**src/rtl/mem_req_adapter.sv**
```systemverilog
// Upstream adapter for the Mem1R1W helper: byte-addressed valid/ready requests in,
// single-cycle r_0/w_0 strobes out, in-order responses back through a small FIFO.
module mem_req_adapter #(
    parameter int RAM_SIZE  = 64,
    parameter int RSP_DEPTH = 2,
    parameter int ERR_CNT_W = 16
) (
    input  logic                 clock,
    input  logic                 reset,
    input  logic                 req_valid,
    output logic                 req_ready,
    input  logic                 req_write,
    input  logic [63:0]          req_addr,
    input  logic [63:0]          req_wdata,
    input  logic [7:0]           req_wstrb,
    output logic                 rsp_valid,
    input  logic                 rsp_ready,
    output logic [63:0]          rsp_rdata,
    output logic                 rsp_write,
    output logic                 rsp_err,
    output logic                 r_0_enable,
    output logic [63:0]          r_0_index,
    input  logic [63:0]          r_0_data,
    output logic                 w_0_enable,
    output logic [63:0]          w_0_index,
    output logic [63:0]          w_0_data,
    output logic [63:0]          w_0_mask,
    output logic [ERR_CNT_W-1:0] err_count
);
    localparam int PTR_W = (RSP_DEPTH > 1) ? $clog2(RSP_DEPTH) : 1;
    localparam int CNT_W = $clog2(RSP_DEPTH + 1);
    localparam int OCC_W = CNT_W + 1;

    // Handshakes (request and response sides): a transfer happens on the rising
    // edge where valid && ready are both high; the sender holds payload until then.

    logic [60:0]          w_index;
    logic                 w_err;
    logic                 w_accept;
    logic                 w_pop;
    logic                 w_push;
    logic [OCC_W-1:0]     w_occ;
    logic [63:0]          w_mask;
    logic [63:0]          w_push_rdata;

    logic                 r_s1_valid;
    logic                 r_s1_write;
    logic                 r_s1_err;
    logic [CNT_W-1:0]     r_count;
    logic [PTR_W-1:0]     r_wr_ptr;
    logic [PTR_W-1:0]     r_rd_ptr;
    logic [63:0]          r_fifo_rdata [RSP_DEPTH];
    logic [RSP_DEPTH-1:0] r_fifo_write;
    logic [RSP_DEPTH-1:0] r_fifo_err;
    logic [ERR_CNT_W-1:0] r_err_count;

    assign w_index = req_addr[63:3];
    assign w_err   = (req_addr[2:0] != 3'b000) || ({3'b000, w_index} >= 64'(RAM_SIZE));

    assign rsp_valid = (r_count != '0);
    assign w_pop     = rsp_valid && rsp_ready;
    assign w_push    = r_s1_valid;

    // Admission counts the s1 entry so the FIFO can never overflow; the pop term
    // lets a consumed response free a slot in the same cycle.
    assign w_occ     = OCC_W'(r_count) + OCC_W'(r_s1_valid) - OCC_W'(w_pop);
    assign req_ready = reset && (w_occ < OCC_W'(RSP_DEPTH));
    assign w_accept  = req_valid && req_ready;

    always_comb begin
        w_mask = '0;
        for (int i = 0; i < 8; i++) begin
            w_mask[i*8 +: 8] = {8{req_wstrb[i]}};
        end
    end

    always_comb begin
        r_0_enable = 1'b0;
        r_0_index  = '0;
        w_0_enable = 1'b0;
        w_0_index  = '0;
        w_0_data   = '0;
        w_0_mask   = '0;
        if (w_accept && !w_err) begin
            if (req_write) begin
                w_0_enable = 1'b1;
                w_0_index  = {3'b000, w_index};
                w_0_data   = req_wdata;
                w_0_mask   = w_mask;
            end else begin
                r_0_enable = 1'b1;
                r_0_index  = {3'b000, w_index};
            end
        end
    end

    assign w_push_rdata = (!r_s1_write && !r_s1_err) ? r_0_data : 64'd0;

    always_ff @(posedge clock or negedge reset) begin
        if (!reset) begin
            r_s1_valid <= 1'b0;
            r_s1_write <= 1'b0;
            r_s1_err   <= 1'b0;
        end else begin
            r_s1_valid <= w_accept;
            r_s1_write <= req_write;
            r_s1_err   <= w_err;
        end
    end

    always_ff @(posedge clock or negedge reset) begin
        if (!reset) begin
            r_count      <= '0;
            r_wr_ptr     <= '0;
            r_rd_ptr     <= '0;
            r_fifo_write <= '0;
            r_fifo_err   <= '0;
        end else begin
            r_count <= r_count + CNT_W'(w_push) - CNT_W'(w_pop);
            if (w_push) begin
                r_fifo_write[r_wr_ptr] <= r_s1_write;
                r_fifo_err[r_wr_ptr]   <= r_s1_err;
                r_wr_ptr <= (r_wr_ptr == PTR_W'(RSP_DEPTH - 1)) ? '0 : r_wr_ptr + 1'b1;
            end
            if (w_pop) begin
                r_rd_ptr <= (r_rd_ptr == PTR_W'(RSP_DEPTH - 1)) ? '0 : r_rd_ptr + 1'b1;
            end
        end
    end

    // Read data storage needs no reset: it is only visible while rsp_valid is high.
    always_ff @(posedge clock) begin
        if (w_push) begin
            r_fifo_rdata[r_wr_ptr] <= w_push_rdata;
        end
    end

    always_ff @(posedge clock or negedge reset) begin
        if (!reset) begin
            r_err_count <= '0;
        end else if (w_accept && w_err && (r_err_count != '1)) begin
            r_err_count <= r_err_count + 1'b1;
        end
    end

    assign rsp_rdata = rsp_valid ? r_fifo_rdata[r_rd_ptr] : 64'd0;
    assign rsp_write = rsp_valid && r_fifo_write[r_rd_ptr];
    assign rsp_err   = rsp_valid && r_fifo_err[r_rd_ptr];
    assign err_count = r_err_count;

endmodule

```
**config.mk**
```make
export PLATFORM = sky130hd
export DESIGN_NAME = mem_req_adapter
export DESIGN_NICKNAME = d
export VERILOG_FILES = /design/src/rtl/mem_req_adapter.sv
export SDC_FILE = /design/constraint.sdc
export NUM_CORES = 1
export LEC_CHECK = 0
export ABC_AREA = 1
export CAP_MARGIN = 10
export CORE_AREA = 2 2 214 216
export CTS_CLUSTER_DIAMETER = 150
export CTS_CLUSTER_SIZE = 30
export DETAILED_ROUTE_END_ITERATION = 10
export DIE_AREA = 0 0 216 218
export GPL_ROUTABILITY_DRIVEN = 0
export PLACE_DENSITY = 0.47
export SETUP_SLACK_MARGIN = 0.05
export SYNTH_ARGS = -nofsm -noshare
export SYNTH_HDL_FRONTEND = slang
export SYNTH_SLANG_ARGS = --single-unit
```
**constraint.sdc**
```tcl
create_clock -name clock -period 8.3 [get_ports clock]
set_input_delay 2.49 -clock clock [delete_from_list [all_inputs] [get_ports clock]]
set_output_delay 2.49 -clock clock [all_outputs]
set_load 0.01 [all_outputs]
```
**Word-level counts from Yosys, hierarchy flattened**

Memory sizes are Yosys's and may differ from the RTL's.
Cells that the tools add are included.

- Input bits: 205
- Flip-flop bits (word level): 27
- Memory bits (read-only): 0
- Latch bits: 0
- Memories: 1
- Memory bits (writable): 128
- Output and inout bits: 342

- Multiplexer cells: 26
- Divide/modulo/power cells: 0
- $lt $le $gt $ge: 5
- $add $sub $neg: 7
- Bitwise logic cells: 0
- Reduce and logical (&&, ||, !) cells: 16
- Shift-type cells: 0
- Equality and inequality tests: 1
- Multipliers: 0

Memory list:

| name | words | bits a word | read ports | clocked after Yosys merged registers in | write ports | RTL line | text |
|---|---|---|---|---|---|---|---|
| r_fifo_rdata | 2 | 64 | 1 | 0 | 1 | 52 | `logic [63:0] r_fifo_rdata [RSP_DEPTH];` |

Operators by type and width:

| operator | count |
|---|---|
| two-way mux 64 bit | 8 |
| two-way mux 61 bit | 2 |
| greater-or-equal comparator 61 x 7 -> 1 bit, second input constant | 1 |
| adder 16 x 1 -> 16 bit, second input constant | 1 |
| inequality test 16 bit, second input constant | 1 |
| two-way mux 1 bit | 13 |
| logical AND 1 bit | 10 |
| bitwise mux 2 bit | 2 |
| < comparator 1 x 2 -> 1 bit, second input constant | 2 |
| adder 2 x 1 -> 3 bit | 1 |
| zero test 1 bit | 3 |
| < comparator 3 x 2 -> 1 bit, second input constant | 1 |
| nonzero test 3 bit | 1 |
| subtractor 3 x 1 -> 3 bit | 1 |
| adder 1 bit, second input constant | 2 |
| adder 2 x 1 -> 2 bit | 1 |
| nonzero test 2 bit | 1 |
| subtractor 2 x 1 -> 2 bit | 1 |
| demux 1 bit (select 1 bit) | 1 |
| greater-or-equal comparator 1 bit, second input constant | 1 |
| logical OR 1 bit | 1 |

**Longest topological paths before layout**

- Depth after elaboration: 8
- Depth in mapped cells: 15
- Gate-level depth less buffers: 14

**Worst setup path before layout**

OpenSTA, ideal clock, no wires.

- Kind: input -> output
- Start point: input rsp_ready
- End point: output w_0_mask[10]
- Arrival time: 4,871 ps
- Path slack: 939 ps
- Stages on the path: 13
- Path through: inv_1 -> nor2_1 -> ha_1 -> inv_1 -> ha_1 -> fa_1 -> nor2_1 -> nand3_1 -> nor2_2 -> nand4_4 -> clkbuf_1 -> nor2_1 -> buf_4

- Longest elaborated chain between the ends: 7

RTL lines:

| item | RTL line | text |
|---|---|---|
| from (decl) | 17 | `input logic rsp_ready,` |
| logical AND 1 bit | 61 | `assign w_pop = rsp_valid && rsp_ready;` |
| via w_pop | 40 | `logic w_pop;` |
| subtractor 3 x 1 -> 3 bit | 66 | `assign w_occ = OCC_W'(r_count) + OCC_W'(r_s1_valid) - OCC_W'(w_pop);` |
| via w_occ[1] | 42 | `logic [OCC_W-1:0] w_occ;` |
| < comparator 3 x 2 -> 1 bit | 67 | `assign req_ready = reset && (w_occ < OCC_W'(RSP_DEPTH));` |
| logical AND 1 bit | 67 |  |
| logical AND 1 bit | 68 | `assign w_accept = req_valid && req_ready;` |
| via w_accept | 39 | `logic w_accept;` |
| logical AND 1 bit | 84 | `if (w_accept && !w_err) begin` |
| two-way mux 64 bit | 84 |  |
| to (decl) | 27 | `output logic [63:0] w_0_mask,` |

The timed path passes the listed nets, and every way through them passes these cells.

**Worst setup path after layout**

- Start point: input rsp_ready
- End point: output w_0_data[12]

- Longest elaborated chain between the ends: 7

RTL lines:

| item | RTL line | text |
|---|---|---|
| logical AND 1 bit | 61 |  |
| via w_pop | 40 |  |
| subtractor 3 x 1 -> 3 bit | 66 |  |
| via w_occ[1] | 42 |  |
| < comparator 3 x 2 -> 1 bit | 67 |  |
| logical AND 1 bit | 67 |  |
| logical AND 1 bit | 68 |  |
| via w_accept | 39 |  |
| logical AND 1 bit | 84 |  |
| two-way mux 64 bit | 84 |  |
| to (decl) | 26 | `output logic [63:0] w_0_data,` |

The timed path passes the listed nets, and every way through them passes these cells.

==> flow_summary_export.csv <==
group,metric,value,unit
timing,drv_slew,0,
floorplanning,num_rows,78,
clock_tree,clock_latency,0.44,ns
route,drt_first_iter_violations,373,
timing,fin_skew,0.0143,ns
setup_path,r2r_slack,5.26,ns
synthesis,synthArstFlopShare,17.4,%
synthesis,ys_seq_area_share,50.6,%
pwr,power_density,209,mW/mm2
setup_path,worst-path-max-fanout,46,
setup_path,cpLargestDelayFamily,"buffers and inverters",
global_route,grt_pass1_wl,45.9,mm
setup_path,r2r-start,"r_count[1]",
timing,fin_crit_sh,98.8,%
clock_tree,clock-root-buffer,"clkbuf_16",
synthesis,synth_warnings,0,
setup_path,crit_type,"input port to primary output",
synthesis,synth_area_per_cell,8.31,um2
layout,drive_gt1_share,5.46,%
clock_tree,clock-sinks,155,
floorplanning,dieArea,0.0471,mm2
synthesis,synth-edff-count,128,
placed_design,hpwl,24.5,mm
layout,layout_common_cells,"clkdlybuf4s50_1 (316), nand2_1 (215), nor2_1 (189)",
placed_design,placedCellCount,2029,
timing,max_freq,122,MHz
setup_path,reg2regPathDepth,15,
route,drc,0,
setup_path,cp_num_buf_inv,5,
floorplanning,start_util,19.9,%
clock_tree,numCtsBuffers,17,
floorplanning,pin_count,547,
pwr,pwr-share-seq,33.6,%
pwr,switching_share,34.9,%
clock_tree,cts_tree,"done",
floorplanning,core-area,0.0449,mm2
floorplanning,die_height,218,um
pwr,pwr-share-clk,25.8,%
global_route,grt_pass1_vias,7472,
min_path,whs_path_depth,2,
layout,diodes,0,
synthesis,yosysTopAreaCellShare,43.0,%
clock_tree,clk_path_buf_depth,2,
timing,slew_headroom,39.3,%
job,maxCapViolCount,0,
min_path,hold_end,"r_fifo_err[1]",
pwr,share_comb_of_total_power,40.6,%
pwr,internal-power,0.00191,W
run_status,outcome,"complete, no violations",
synthesis,synthCells,1076,
route,met1_length,12.9,mm
route,antenna_left,0,
setup_path,path_cells,"clkdlybuf4s50_1 -> inv_1 -> nor2_2 -> ha_1 -> inv_1 -> ha_1 -> fa_1 -> nor2_1 -> nand3_1 -> nor2_2 -> nand4_4 -> buf_12 -> nor2_1 -> clkdlybuf4s50_1",
setup_path,arrival,5.71,ns
global_route,globalRouteOverflowTotal,0,
route,dr_wl_met2,16.1,mm
setup_path,endpoint_kind,"primary output",
timing,hold_violations,0,
layout,final_util,31.3,%
synthesis,synth_area_leaders,"edfxtp_1 (43%), buf_4 (14%), nand2_1 (9.1%)",
setup_path,cp_slowest_cell,"clkdlybuf4s50_1",
synthesis,yosysUniqueCellTypes,26,
route,vias,7670,
setup_path,slowest_delay,0.61,ns
setup_path,crit_path_start_kind,"input port",
timing,rsz0062_at_grt,"true",
route,wl_per_cell,15.8,um
setup_path,crit_required,5.81,ns
min_path,hp-class,"flop to flop",
layout,fin_cells,2066,
min_path,hold_path.startpoint,"r_fifo_err[1]",
synthesis,synth_top_cell_by_area,"edfxtp_1",
layout,nets,1662,
synthesis,synth_flop_cell,"edfxtp_1",
synthesis,synth-seq-cells,155,
timing,setup_violations,0,
timing,tightest_slew,0.911,ns
timing,postLayoutSetupSlackWorst,0.101,ns
route,wl_met3,2.74,mm
global_route,grt_max_degree,68,
clock_tree,path_clk_slew,0.07,ns
global_route,grt_use_total,13.3,%
global_route,antenna_found_initial,8,
clock_tree,h-tree-depth,4,
layout,syn_to_final_growth,57.0,%
pwr,p_leak,7.89,nW
route,vias_per_cell,3.71,
layout,final_common_cell,"clkdlybuf4s50_1",
pwr,p_switching,0.00103,W
timing,fin_crit,8.20,ns
pwr,ir_worst_vdd,156,uV
setup_path,regToRegEndpoint,"err_count[9]",
floorplanning,fp.dieW,216,um
route,highest_layer,"met5",
route,drt-pass1-iter-count,5,
route,wl,32.7,mm
synthesis,syn_area,0.00894,mm2
placed_design,port_buffers,430,
placed_design,dp_slack,-0.0330,ns
routing by layer:
layer	track usage (%)	up-vias
met5	0	-
met4	5.11	16
met3	5.29	48
met2	22.5	330
met1	15.1	3528
li1	-	3748
synthesized netlist by cell type (6+ instances only):
| cell type | count |
|---|---|
| a21oi_1 | 66 |
| buf_4 | 172 |
| clkbuf_1 | 33 |
| dfrtp_1 | 27 |
| edfxtp_1 | 128 |
| inv_1 | 165 |
| nand2_1 | 216 |
| nand3_1 | 23 |
| nor2_1 | 193 |
| nor2_2 | 12 |
| o21ai_0 | 6 |
| xnor2_1 | 8 |
area by class of cell:
class	instances	area, um2
Inverter	167	628
Sequential cell	155	4520
Tap cell	600	751
Timing Repair Buffer	454	4750
Clock inverter	10	73.8
Fill cell	4770	30900
Clock buffer	22	497
Multi-Input combinational cell	658	2810
registers in the layout (all words and copies together) (netlist names):
name          count
err_count        16
r_count           2
r_fifo_err        2
r_fifo_rdata    128
r_fifo_write      2
r_rd_ptr          1
r_s1_err          1
r_s1_valid        1
r_s1_write        1
r_wr_ptr          1
kinds of logic after synthesis:
family                     after synthesis  synth area share [%]
AOI/OAI and AO/OA                       72                  4.03
xor gates and xnor gates                12                  1.18
adders and majority gates                4                 0.644
buffers and inverters                  378                  23.3
DFF                                    155                  50.6
other                                    1                0.0420
and+or+nand+nor                        454                  20.2
worst register-to-register path, cell delays in order (launching register included):
cell and delay, ns:
dfrtp_1 0.44, nor2_4 0.12, nor2_2 0.05, ha_1 0.27
inv_1 0.04, ha_1 0.18, fa_1 0.46, nor2_1 0.11
nand3_1 0.12, nor2_2 0.19, buf_4 0.15, nand2_1 0.06
inv_2 0.25, nand2_2 0.30, nand2_1 0.14, nand2_1 0.06
how the worst max path moves through the flow:
stage                   start  slack (ns)  cells past startpoint           end
floorplan           rsp_ready        0.94                     13  w_0_mask[10]
global placement    rsp_ready       0.002                     15  w_0_mask[29]
detailed placement  rsp_ready       -0.03                     15  w_0_mask[29]
CTS                 rsp_ready        0.01                     14  w_0_mask[50]
global route        rsp_ready       -0.05                     14  w_0_data[56]
finish              rsp_ready        0.10                     14  w_0_data[12]
metrics by stage:
stage	power (W)	TNS, ns	area, um2	hold WS, ns
6_report	0.00293	0	14000	0.494
5_1_grt	0.00312	-0.239	14000	0.512
4_1_cts	0.00300	0	13700	0.497
3_5_place_dp	0.00223	-0.225	13200	0.482
3_3_place_gp	0.00223	0	13200	0.468
2_1_floorplan	0.00157	0	9370	0.453
power by group through the flow:
| stage | Combinational [W] | Clock (W) | Sequential (W) |
|---|---|---|---|
| global placement | 0.00123 | 0 | 0.00100 |
| detailed placement | 0.00122 | 0 | 0.00100 |
| floorplan | 0.000571 | 0 | 0.000997 |
| global route | 0.00131 | 0.000816 | 0.000996 |
| CTS | 0.00123 | 0.000781 | 0.000988 |
| finish | 0.00119 | 0.000756 | 0.000987 |
what timing repair did:
| item | CTS | global route |
|---|---|---|
| pin swaps | 0 | 2 |
| resized for setup | 14 | 107 |
| hold buffers | 0 | 0 |
| endpoints found under the setup margin | 45 | 118 |
| setup buffers | 0 | 5 |
(Power assumes the default switching activity.)
==> variant (config.mk and constraints unchanged) <==
Make the reset (`reset`) synchronous in 3 clocked blocks.
--- a/src/rtl/mem_req_adapter.sv
+++ b/src/rtl/mem_req_adapter.sv
@@ -96,7 +96,7 @@
 
     assign w_push_rdata = (!r_s1_write && !r_s1_err) ? r_0_data : 64'd0;
 
-    always_ff @(posedge clock or negedge reset) begin
+    always_ff @(posedge clock) begin
         if (!reset) begin
             r_s1_valid <= 1'b0;
             r_s1_write <= 1'b0;
@@ -108,7 +108,7 @@
         end
     end
 
-    always_ff @(posedge clock or negedge reset) begin
+    always_ff @(posedge clock) begin
         if (!reset) begin
             r_count      <= '0;
             r_wr_ptr     <= '0;
@@ -135,7 +135,7 @@
         end
     end
 
-    always_ff @(posedge clock or negedge reset) begin
+    always_ff @(posedge clock) begin
         if (!reset) begin
             r_err_count <= '0;
         end else if (w_accept && w_err && (r_err_count != '1)) begin
Formal check against the unedited RTL: differs if reset is asserted again (counterexample within 4 cycles, from zero or initial values and one cycle with reset low); with reset held inactive, the same outputs for 4 cycles.
==> variant against the unedited design <==
  * Final area decreased by 1.2%
  * Setup slack improved by 0.14 ns
  * Wire length fell by 8.6%
  * Sequential cell count rose by 1
  * Area after synthesis grew 0.36%
  * Critical path depth is 1 higher
  * Total power down 8.8%
  * Synthesized cell count increased by 2.0%
==> variant: results (changes against the unedited design) <==
stage,metric,value,unit,change
route,dr.pass1.iters,4,,was 5
grt,grt_max_degree,67,,was 68
clock_tree,clk_path_buf_depth,2,,unchanged
grt,antenna_found_initial,0,,was 8
finish,largest_reg_flops,128,,unchanged
yosys,dominantRegCellSynth,edfxtp_1,,unchanged
yosys,syn_area_per_cell,8.18,µm²,was 8.31 µm²
pwr,p_comb,864,µW,was 1.19 mW
finish,fin_nets,1686,,"was 1,662"
yosys,synthXorXnorAreaFrac,0.781,%,was 1.18%
route,top_layer,met4,,was met5
finish,finalNonFillerCells,2090,,"was 2,066"
grt,grt_pass1_vias,7515,,"was 7,472"
route,vias_per_cell,3.68,,was 3.71
setup_path,cp_max_fo,18,,was 46
run_status,status,"finished, final reports clean",,unchanged
yosys,synth-adder-area-share,0.642,%,was 0.644%
route,met2_length,15.1,mm,was 16.1 mm
grt,grt_first_pass_wirelength,42.6,mm,was 45.9 mm
finish,drive_gt1_share,5.50,%,was 5.46%
finish,num_antenna_cells,0,,unchanged
placed_design,placed_cells_incl_taps,2055,,"was 2,029"
setup_path,cpPeakStageDelay,0.56,ns,was 0.61 ns
route,met3RoutedLength,2.12,mm,was 2.74 mm
setup_path,critPathSlowestCell,clkdlybuf4s50_1,,unchanged
yosys,ys_types,31,,was 26
grt,grt_use_total,11.9,%,was 13.3%
clock_tree,h-tree-depth,4,,unchanged
sta,tightest_slew,0.922,ns,was 0.911 ns
placed_design,hpwl,20.9,mm,was 24.5 mm
worst_hold_path,min_path_type,reg2reg,,unchanged
pwr,ir_worst_vdd,0.116,mV,was 0.156 mV
clock_tree,clk_pin_slew_worst_paths,0.07,ns,about the same
yosys,synth_area_leaders,"edfxtp_1 43%, buf_4 15%, nor2_1 8.5%",,"was edfxtp_1 43%, buf_4 14%, nand2_1 9.1%"
route,avgRoutedWirePerCell,14.3,µm,was 15.8 µm
setup_path,cp.arrival,5.57,ns,was 5.71 ns
pwr,clkPwrFrac,29.2,%,was 25.8%
yosys,async_reset_ff_share,0,%,was 17.4%
route,drt_iter0_drc,268,,was 373
pwr,p_leak,5.81,nW,was 7.89 nW
sta,skew,0.0129,ns,was 0.0143 ns
yosys,synth_edf_count,128,,unchanged
yosys,synth_common_cells,"203 x nor2_1, 200 x nand2_1, 174 x buf_4, 168 x inv_1, 128 x edfxtp_1",,"was 216 x nand2_1, 193 x nor2_1, 172 x buf_4, 165 x inv_1, 128 x edfxtp_1"
placed_design,post-place-ws,0.0362,ns,was -0.0330 ns
yosys,synth_compound_area_share,5.08,%,was 4.03%
finish,fillers,4788,,"was 4,770"
route,met1_length,12.3,mm,was 12.9 mm
yosys,ys_seq_area_share,49.1,%,was 50.6%
yosys,synth_mux_area_share,0,%,unchanged
pwr,maxPowerGroup,registers,,was combinational logic
clock_tree,root_buffer,clkbuf_16,,unchanged
pwr,internal-power,1.82,mW,was 1.91 mW
==> variant: cell types whose count changed after synthesis, sizes merged, moves of 2 or more <==
cell | before | now
nand4 | 4 | 7
dfxtp | 0 | 28
buf | 178 | 188
clkbuf | 33 | 24
nor3 | 0 | 2
dfrtp | 27 | 0
xnor2 | 8 | 3
a21oi | 66 | 85
nor2 | 206 | 216
inv | 167 | 169
nand2 | 218 | 203
==> variant: final timing paths <==
check	from	endpoint	slack, ns	depth (start not counted)
max reg2reg	r_count[1]	err_count[6]	4.95	15
max	rsp_ready	w_0_data[12]	0.24	15
min	r_fifo_write[1]	r_fifo_write[1]	0.49	2
min reg2reg	r_fifo_write[1]	r_fifo_write[1]	0.49	2
==> variant: stage by stage <==
step	utilization [%]	power, mW	instance area (µm²)
6_report	30.9	2.68	13900
5_1_grt	30.9	2.84	13900
4_1_cts	30.7	2.74	13800
3_5_place_dp	29.4	1.94	13200
3_3_place_gp	29.4	1.93	13200
2_1_floorplan	-	1.50	9400
==> variant: cell type report <==
type                       instances  share of cell area, %
timing repair buffer             457                   32.7
sequential                       156                   31.8
multi-input combinational        675                   21.3
tap                              600                   5.41
inverter                         170                   4.61
clock buffer                      18                   3.09
clock inverter                    14                   1.08
==> variant: worst max-delay path, delay by kind of cell <==
family        cells  cell delay (ns)
simple gates      6             0.71
fa+ha+maj         3             0.92
buf+inv           6             1.43
==> variant: repair_timing <==
| action | in CTS | in global routing |
|---|---|---|
| cloned | 0 | 1 |
| pin swaps | 0 | 1 |
| resized for setup | 1 | 17 |
| setup buffers | 0 | 2 |
| endpoints found under the setup margin | 12 | 123 |
==> variant: metal layers <==
layer / vias to the layer above / track usage [%]
met5: - / 0
met4: 0 / 3.88
met3: 20 / 3.67
met2: 291 / 20.6
met1: 3531 / 14.0
li1: 3841 / -
